`src/rtl/fault_injector.sv`:
```
// Serial-loaded fault injector.
// A controller shifts frames in over i_SERIAL_IN while i_EN_SR is high: two ctrl bits
// (MSB first) select the fault type, and the remaining bits shift into the fault mask.
// Once a frame has delivered at least one mask bit the block is armed. i_TFEn then
// starts injection, which corrupts the registered data path until a soft clear
// (i_RST) or a system reset (i_RST_SYS).
//
// Ports:
//   i_CLK_SYS     system clock, rising edge
//   i_RST_SYS     asynchronous active-low reset
//   i_SERIAL_IN   serial frame bit
//   i_EN_SR       shift enable; one high run equals one frame
//   i_TFEn        trigger pulse, honoured only in ARMED with i_EN_SR low
//   i_RST         synchronous soft clear, active-high, highest priority
//   i_FUNC_DATA   functional data
//   o_FAULT_DATA  registered, possibly faulted copy of i_FUNC_DATA
//   o_ACTIVE      high in INJECT
//   o_ARMED       high in ARMED
//   o_ERR         sticky protocol-error flag
//   o_OVF         sticky flag: more than N mask bits since the last clear
module fault_injector #(
   parameter int unsigned N = 64
) (
   input  logic         i_CLK_SYS,
   input  logic         i_RST_SYS,
   input  logic         i_SERIAL_IN,
   input  logic         i_EN_SR,
   input  logic         i_TFEn,
   input  logic         i_RST,
   input  logic [N-1:0] i_FUNC_DATA,
   output logic [N-1:0] o_FAULT_DATA,
   output logic         o_ACTIVE,
   output logic         o_ARMED,
   output logic         o_ERR,
   output logic         o_OVF
);

   // The counter is at least 7 bits wide and is always wide enough to hold N+1.
   localparam int unsigned CntWRaw = $clog2(N + 2);
   localparam int unsigned CntW    = (CntWRaw > 7) ? CntWRaw : 7;
   localparam logic [CntW-1:0] NCnt = CntW'(N);

   typedef enum logic [2:0] {StIdle, StCtrl, StLoad, StArmed, StInject} state_e;

   state_e          state_q, state_d;
   logic [N-1:0]    mask_q, mask_d;
   logic [1:0]      ctrl_q, ctrl_d;
   logic [CntW-1:0] cnt_q, cnt_d;
   logic            err_q, err_d;
   logic            ovf_q, ovf_d;
   logic [N-1:0]    fault_q, fault_d;

   // Next-state logic for the frame receiver and injection control.
   always_comb begin
      state_d = state_q;
      mask_d  = mask_q;
      ctrl_d  = ctrl_q;
      cnt_d   = cnt_q;
      err_d   = err_q;
      ovf_d   = ovf_q;
      if (i_RST) begin
         state_d = StIdle;
         mask_d  = '0;
         ctrl_d  = 2'b00;
         cnt_d   = '0;
         err_d   = 1'b0;
         ovf_d   = 1'b0;
      end else begin
         // A trigger is legal only in ARMED with no frame in progress.
         if (i_TFEn && ((state_q != StArmed) || i_EN_SR)) begin
            err_d = 1'b1;
         end
         unique case (state_q)
            StIdle: begin
               if (i_EN_SR) begin
                  ctrl_d[1] = i_SERIAL_IN;
                  state_d   = StCtrl;
               end
            end
            StCtrl: begin
               if (i_EN_SR) begin
                  ctrl_d[0] = i_SERIAL_IN;
                  state_d   = StLoad;
               end else begin
                  err_d   = 1'b1;
                  state_d = StIdle;
               end
            end
            StLoad: begin
               if (i_EN_SR) begin
                  mask_d = {mask_q[N-2:0], i_SERIAL_IN};
                  // N bits are already held, so this bit pushes one out of the mask.
                  if (cnt_q >= NCnt) begin
                     ovf_d = 1'b1;
                  end
                  if (cnt_q != '1) begin
                     cnt_d = cnt_q + CntW'(1);
                  end
               end else if (cnt_q != '0) begin
                  state_d = StArmed;
               end else begin
                  err_d   = 1'b1;
                  state_d = StIdle;
               end
            end
            StArmed: begin
               // A new frame overwrites ctrl but keeps accumulating into the mask.
               if (i_EN_SR) begin
                  ctrl_d[1] = i_SERIAL_IN;
                  state_d   = StCtrl;
               end else if (i_TFEn) begin
                  state_d = StInject;
               end
            end
            StInject: begin
               if (i_EN_SR) begin
                  err_d = 1'b1;
               end
            end
            default: state_d = StIdle;
         endcase
      end
   end

   // The data path keeps passing data through on the soft-clear edge itself.
   always_comb begin
      fault_d = i_FUNC_DATA;
      if ((state_q == StInject) && !i_RST) begin
         unique case (ctrl_q)
            2'b00:   fault_d = i_FUNC_DATA & ~mask_q;
            2'b01:   fault_d = i_FUNC_DATA | mask_q;
            2'b10:   fault_d = i_FUNC_DATA ^ mask_q;
            default: fault_d = i_FUNC_DATA;
         endcase
      end
   end

   always_ff @(posedge i_CLK_SYS or negedge i_RST_SYS) begin
      if (!i_RST_SYS) begin
         state_q <= StIdle;
         mask_q  <= '0;
         ctrl_q  <= 2'b00;
         cnt_q   <= '0;
         err_q   <= 1'b0;
         ovf_q   <= 1'b0;
         fault_q <= '0;
      end else begin
         state_q <= state_d;
         mask_q  <= mask_d;
         ctrl_q  <= ctrl_d;
         cnt_q   <= cnt_d;
         err_q   <= err_d;
         ovf_q   <= ovf_d;
         fault_q <= fault_d;
      end
   end

   assign o_FAULT_DATA = fault_q;
   assign o_ACTIVE     = (state_q == StInject);
   assign o_ARMED      = (state_q == StArmed);
   assign o_ERR        = err_q;
   assign o_OVF        = ovf_q;

endmodule

```
`config.mk`:
```
export PLATFORM = sky130hd
export DESIGN_NAME = fault_injector
export DESIGN_NICKNAME = d
export VERILOG_FILES = /design/src/rtl/fault_injector.sv
export SDC_FILE = /design/constraint.sdc
export NUM_CORES = 1
export LEC_CHECK = 0
export ABC_CLOCK_PERIOD_IN_PS = 1790
export BUFFER_PORTS_ARGS = -buffer_cell sky130_fd_sc_hd__buf_2
export CAP_MARGIN = 10
export CORE_ASPECT_RATIO = 0.5
export CORE_MARGIN = 2
export CORE_UTILIZATION = 53
export DETAILED_ROUTE_END_ITERATION = 8
export PLACE_DENSITY = 0.8
export SLEW_MARGIN = 30
export SYNTH_ARGS = -nofsm -noshare
export SYNTH_HDL_FRONTEND = slang
export SYNTH_SLANG_ARGS = --single-unit
```
`constraint.sdc`:
```
create_clock -name i_CLK_SYS -period 1.79 [get_ports i_CLK_SYS]
set_input_delay 0.2685 -clock i_CLK_SYS [delete_from_list [all_inputs] [get_ports i_CLK_SYS]]
set_output_delay 0.2685 -clock i_CLK_SYS [all_outputs]
set_load 0.02 [all_outputs]
```
==> qor.csv, run 1 <==
metric,value,unit
run_status,completed,
via_count_of_the_first_global_routing_pass,7923,
hold_path_class,in -> reg,
globalRouteMet2Util,0.432,
worst_skew_pair.late_latency,0.42,ns
crit_path_max_incr_delay,0.46,ns
detailed_place.area,10200,µm²
yosys_most_used_dff,sky130_fd_sc_hd__dfrtp_1,
gpl.final_weighted_congestion,0.751,
area_enclosed_by_the_die_boundary,18400,µm²
global_route.peak_usage_layer,met2,
worstSetupEndpointType,primary output,
finalCriticalPeriod,1.70,ns
synth_most_common_cell,sky130_fd_sc_hd__nand2_1,
p_per_area,755,nW/µm²
path_delay_family,flip-flops,
groute.layer.met1.usage,0.302,
post_synth_main_area_contributors,"sky130_fd_sc_hd__dfrtp_1, sky130_fd_sc_hd__ha_1, sky130_fd_sc_hd__nand2_1",
die_h,97.0,µm
final.setup.tns,0,ns
data_arrival_time_of_the_worst_path,1.43,ns
antenna_found_initial,1,
syn_inst,1072,
finalMaxSlewViolations,0,
hold_violations,0,
synth_top_cells_by_count,"sky130_fd_sc_hd__nand2_1, sky130_fd_sc_hd__dfrtp_1, sky130_fd_sc_hd__a21oi_1, sky130_fd_sc_hd__inv_1, sky130_fd_sc_hd__ha_1",
grt_pass1_wl,37100,µm
dr_total_vias,7830,
filler_cell_count,1360,
grt_start_max_net_pins,95,
cp.buffers_inverters,2,
power.static_leakage,5.13,nW
crit_path_max_fanout,5,
htree_levels,4,
post_drt_via_cell_ratio,5.51,
fmax,587,MHz
timing.slew.headroom,0.598,
cts_buffers,17,
met3_usage,0.0552,
post_synth_edffs,0,
fin_cells,1422,
clock_tree_root_buffer_cell,sky130_fd_sc_hd__clkbuf_16,
initial_core_util,0.551,
synth-async-reset-ratio,1.00,
synth_area,9170,µm²
dp_hpwl,14000,µm
groute.usage.overall,0.246,
max-vdd-ir-drop,0.000690,V
synth.top_cell.area_share,0.388,
final_antenna_net_count,0,
synthDistinctLibCells,41,
ios,138,
yosys_warnings,0,
tritoncts,done,
critical_path.slowest_cell,sky130_fd_sc_hd__dfrtp_2,
synth_fp_nets,1272,
dr.pass1.iters,5,
layout-drive-gt1-share,0.179,
core.rowCount,33,
clk_transition_reported_paths,0.06,ns
synth.yosys.seq_area_share,0.388,
final.period_utilization,0.952,
drt_first_iter_violations,518,
path_class,reg -> out,
net_count_of_the_finished_layout,1382,
worstPathRequired,1.52,ns
post_drt_wl_per_cell,15.3,µm
port_buffers,137,
syn_area_per_cell,8.55,µm²
core_region_area,16600,µm²
startpoint_type,flop,
dp_cells,1386,
final-setup-viol-count,0,
worst_pin_slew,0.602,ns
cp_cell_sequence,nor3b_4 -> buf_12 -> buf_2,
die_width,190,µm
grt_setup_unrepaired,no,
grt_overflow,0,
cell_area_after_layout,10900,µm²
cts.sink_count,142,
area_growth_syn_to_layout,18.5,%
drt_wl_total,21800,µm
buffer_levels_on_the_longest_clock_path,2,
cell_accounting_for_the_most_synthesized_area,sky130_fd_sc_hd__dfrtp_1,
finClkSkew,0.0100,ns
synth.ff_latch_count,142,
maxCapViolCount,0,
drc_violations_left,0,
[cell families (layout without fill, tap and decap cells)]
logic type	Yosys count	in the layout	synth area share
compound gates	281	281	0.196
mux	6	6	0.00696
buf+inv	211	333	0.0935
simple gates	302	302	0.139
flops	142	142	0.388
other cells	0	1	0
fa+ha+maj	130	130	0.177
[registers in the layout (all words and copies together), names as in the netlist]
signal	flops
cnt_q	7
o_FAULT_DATA	64
mask_q	64
o_ERR	1
state_q	3
o_OVF	1
ctrl_q	2
[through the flow]
| stage | utilization | total power [mW] | worst slack (ns) | hold WS, ns |
|---|---|---|---|---|
| 4_1_cts | 0.652 | 8.28 | 0.0305 | 0.110 |
| 5_1_grt | 0.653 | 8.58 | 0.00611 | 0.139 |
| 2_1_floorplan | - | 4.04 | 0.0468 | -0.0271 |
| 3_5_place_dp | 0.611 | 4.48 | 0.0629 | 0.164 |
| 3_3_place_gp | 0.611 | 4.42 | 0.0959 | 0.158 |
| 6_report | 0.653 | 8.21 | 0.0865 | 0.125 |
[worst register-to-register path: cells and delay by family (launching register included)]
family / cells / cell delay (ns)
simple gates: 1 / 0.26
compound gates: 2 / 0.35
buf+inv: 2 / 0.52
flops: 1 / 0.46
[path summary, 6_finish.rpt]
check                       startpoint          endpoint  slack (ns)  cells after the start
setup / recovery            state_q[0]          o_ACTIVE        0.09                      3
max in group asynchronous    i_RST_SYS         ctrl_q[0]        0.87                      3
hold / removal             i_SERIAL_IN         mask_q[0]        0.13                      3
min in group asynchronous    i_RST_SYS  o_FAULT_DATA[55]        0.29                      2
setup reg to reg            state_q[0]  o_FAULT_DATA[29]        0.11                      5
hold reg to reg             mask_q[63]        mask_q[63]        0.53                      2
[metal layers]
metal,wire [µm],up-vias
li1,-,3765
met1,9490,3847
met2,11000,196
met3,1070,22
met4,214,0
met5,0,-
[layout by cell type (no fill, tap or decap), drive strengths merged, types with 4 or more instances in the layout]
| master | n |
|---|---|
| clkinvlp | 4 |
| inv | 133 |
| buf | 167 |
| a211o | 57 |
| nand2b | 18 |
| nand2 | 196 |
| nor2b | 6 |
| clkbuf | 20 |
| a21o | 8 |
| ha | 130 |
| a31oi | 68 |
| dfrtp | 142 |
| bufinv | 4 |
| nor2 | 69 |
| a21oi | 133 |
| o21ai | 4 |
[what timing repair did]
item                       4_1_cts  5_1_grt
gates resized for setup          3        3
setup endpoints to repair        1        1
pin swaps                        1        0
setup buffers                    2        0
hold endpoints to repair        26        0
gates cloned                     1        0
hold buffers                     1        0
[final cells by class]
type | instances | area, µm² | area share
antenna | 1 | 2.50 | 0.000230
sequential | 142 | 3560 | 0.328
timing repair buffer | 169 | 1080 | 0.0998
tap | 227 | 284 | 0.0261
inverter | 133 | 499 | 0.0459
clock buffer | 20 | 457 | 0.0420
multi-input combinational | 719 | 4810 | 0.443
clock inverter | 11 | 165 | 0.0152
[where the power goes]
group	leakage, nW	internal, mW	switching (mW)
registers	1.82	3.29	0.0326
logic	3.01	0.428	0.676
clock network	0.294	2.39	1.39
No activity file was read; power rests on OpenSTA's default activity.
==> run 2: changes to the inputs <==
PLACE_DENSITY = 0.87   (was 0.8)
==> run 2 against run 1 <==
Compared with the run above:
- first-iteration DRC count grew 39%
- largest cell class unchanged
- clock skew grew 0.0013 ns
- maximum frequency down 3.2%
- global-route usage up 1.3 points
- largest power group unchanged
==> qor.csv, run 2 (synthesized netlist as in run 1, its figures left out) <==
metric,value,unit,change
total_switching_power,2.20,mW,+4.6%
area_enclosed_by_the_die_boundary,18400,µm²,unchanged
buffer_levels_on_the_longest_clock_path,2,,unchanged
finClkSkew,0.0113,ns,+0.00125 ns
finalMaxSlewViolations,0,,unchanged
dr.pass1.iters,5,,unchanged
hold_ws,0.131,ns,+0.00573 ns
dr_total_vias,8115,,+3.6%
gpl.final_weighted_congestion,0.839,,+12%
worstSetupEndpointType,primary output,,
max-vdd-ir-drop,0.000660,V,-4.4%
core.rowCount,33,,unchanged
drt_first_iter_violations,720,,+39%
data_arrival_time_of_the_worst_path,1.49,ns,+0.06 ns
mostFrequentLayoutCells,"sky130_fd_sc_hd__nand2_1, sky130_fd_sc_hd__dfrtp_1, sky130_fd_sc_hd__buf_2, sky130_fd_sc_hd__inv_1, sky130_fd_sc_hd__a21oi_1",,
post_drt_wl_per_cell,16.2,µm,+5.9%
area_growth_syn_to_layout,19.1,%,
hold_path_class,in -> reg,,
htree_levels,4,,unchanged
cts.sink_count,142,,unchanged
fmax,568,MHz,-3.2%
worst_skew_pair.late_latency,0.43,ns,about the same
startpoint_type,flop,,
run_status,completed,,
grt_start_max_net_pins,83,,-13%
worst_pin_slew,0.586,ns,-0.0161 ns
dp_hpwl,15100,µm,+7.9%
port_buffers,137,,unchanged
timing.slew.headroom,0.609,,+0.0108
critical_path.reg2reg.endpoint,o_FAULT_DATA[24],,
final.setup.tns,0,ns,unchanged
via_count_of_the_first_global_routing_pass,8140,,+2.7%
timing.hold.worst_path_depth,3,,unchanged
final-setup-viol-count,0,,unchanged
power,7.88,mW,-4.0%
worstPathRequired,1.52,ns,about the same
p_comb_frac,0.144,,+0.010
sw_frac_of_total,0.279,,+0.0230
p_per_area,722,nW/µm²,-4.4%
path_class,reg -> out,,
ios,138,,unchanged
regToRegStartpoint,state_q[1],,
grt_overflow,0,,unchanged
hold_path_startpoint,i_SERIAL_IN,,
finalWorstSetupSlack,0.0296,ns,-0.0569 ns
clock_tree_root_buffer_cell,sky130_fd_sc_hd__clkbuf_16,,
clk_transition_reported_paths,0.06,ns,about the same
drt_wl_total,23300,µm,+6.7%
drc_violations_left,0,,unchanged
final_common_cell,sky130_fd_sc_hd__nand2_1,,
final.period_utilization,0.983,,+0.0318
antenna_found_initial,3,,+2
p_seq_frac,0.422,,+0.017
maxCapViolCount,0,,unchanged
initial_core_util,0.551,,unchanged
pre_cts_worst_setup_slack,0.0455,ns,-0.0174 ns
grt_pass1_wl,38400,µm,+3.4%
filler_cell_count,1272,,-6.5%
detailed_place.area,10200,µm²,+0.66%
layout-drive-gt1-share,0.184,,+0.00433
cell_area_after_layout,10900,µm²,+0.45%
groute.usage.overall,0.259,,+0.0129
post_drt_via_cell_ratio,5.66,,+2.8%
die_h,97.0,µm,unchanged
internal_power,5.69,mW,-6.9%
worstHoldEndpoint,mask_q[0],,
timing.reg2reg.setup_slack,0.07,ns,-0.04 ns
clock_power_share,0.434,,-0.027
hold_violations,0,,unchanged
worst-r2r-cell-count,6,,+1
cts_buffers,17,,unchanged
power.static_leakage,5.15,nW,+0.45%
tritoncts,done,,
crit_path_max_fanout,11,,+6
finalCriticalPeriod,1.76,ns,+0.0569 ns
die_width,190,µm,unchanged
final_antenna_net_count,0,,unchanged
core_region_area,16600,µm²,unchanged
net_count_of_the_finished_layout,1391,,+0.65%
[run 2: what timing repair did]
item,4_1_cts,5_1_grt
setup endpoints to repair,1,3
cloned,1,0
hold buffers,1,0
setup buffers,5,2
resized for setup,3,3
pin swaps,1,1
endpoints found under the hold margin,31,0
[run 2: layer usage]
metal,GRT usage,wire length (µm)
met1,0.317,9520
met2,0.448,11500
met3,0.0501,1400
met4,0.110,773
met5,0,13
[run 2: power by group through the flow]
| stage | clock, mW | sequential [mW] | combinational (mW) |
|---|---|---|---|
| 6_report | 3.42 | 3.33 | 1.14 |
| 5_1_grt | 3.61 | 3.33 | 1.27 |
| 4_1_cts | 3.45 | 3.33 | 1.13 |
| 3_5_place_dp | 0 | 3.38 | 1.11 |
| 3_3_place_gp | 0 | 3.38 | 1.05 |
| 2_1_floorplan | 0 | 3.48 | 0.565 |
[run 2: final cells by class]
cell class / count / area [µm²] / area share
Multi-Input combinational cell: 719 / 4810 / 0.441
Sequential cell: 142 / 3560 / 0.326
Timing Repair Buffer: 178 / 1200 / 0.110
Inverter: 133 / 499 / 0.0457
Clock buffer: 20 / 447 / 0.0409
Tap cell: 227 / 284 / 0.0260
Clock inverter: 12 / 113 / 0.0103
Antenna cell: 2 / 5.00 / 0.000458
[run 2: worst max-delay path, stage by stage (launching register included)]
cell	delay, ns
sky130_fd_sc_hd__dfrtp_2	0.51
sky130_fd_sc_hd__nor3b_4	0.29
sky130_fd_sc_hd__buf_12	0.15
sky130_fd_sc_hd__buf_4	0.13
[run 2: how the worst max path moves through the flow]
stage | startpoint | to | slack (ns) | depth (start not counted)
2_1_floorplan | cnt_q[0] | cnt_q[4] | 0.05 | 4
3_3_place_gp | cnt_q[0] | cnt_q[4] | 0.08 | 4
3_5_place_dp | cnt_q[0] | cnt_q[4] | 0.05 | 4
4_1_cts | cnt_q[0] | cnt_q[4] | 0.002 | 4
5_1_grt | state_q[1] | o_ACTIVE | -0.003 | 3
6_report | state_q[1] | o_ACTIVE | 0.03 | 3
[run 2: through the flow]
step / cells / utilization
3_3_place_gp: 1390 / 0.615
3_5_place_dp: 1390 / 0.615
5_1_grt: 1433 / 0.656
2_1_floorplan: 1072 / -
6_report: 1433 / 0.656
4_1_cts: 1429 / 0.654
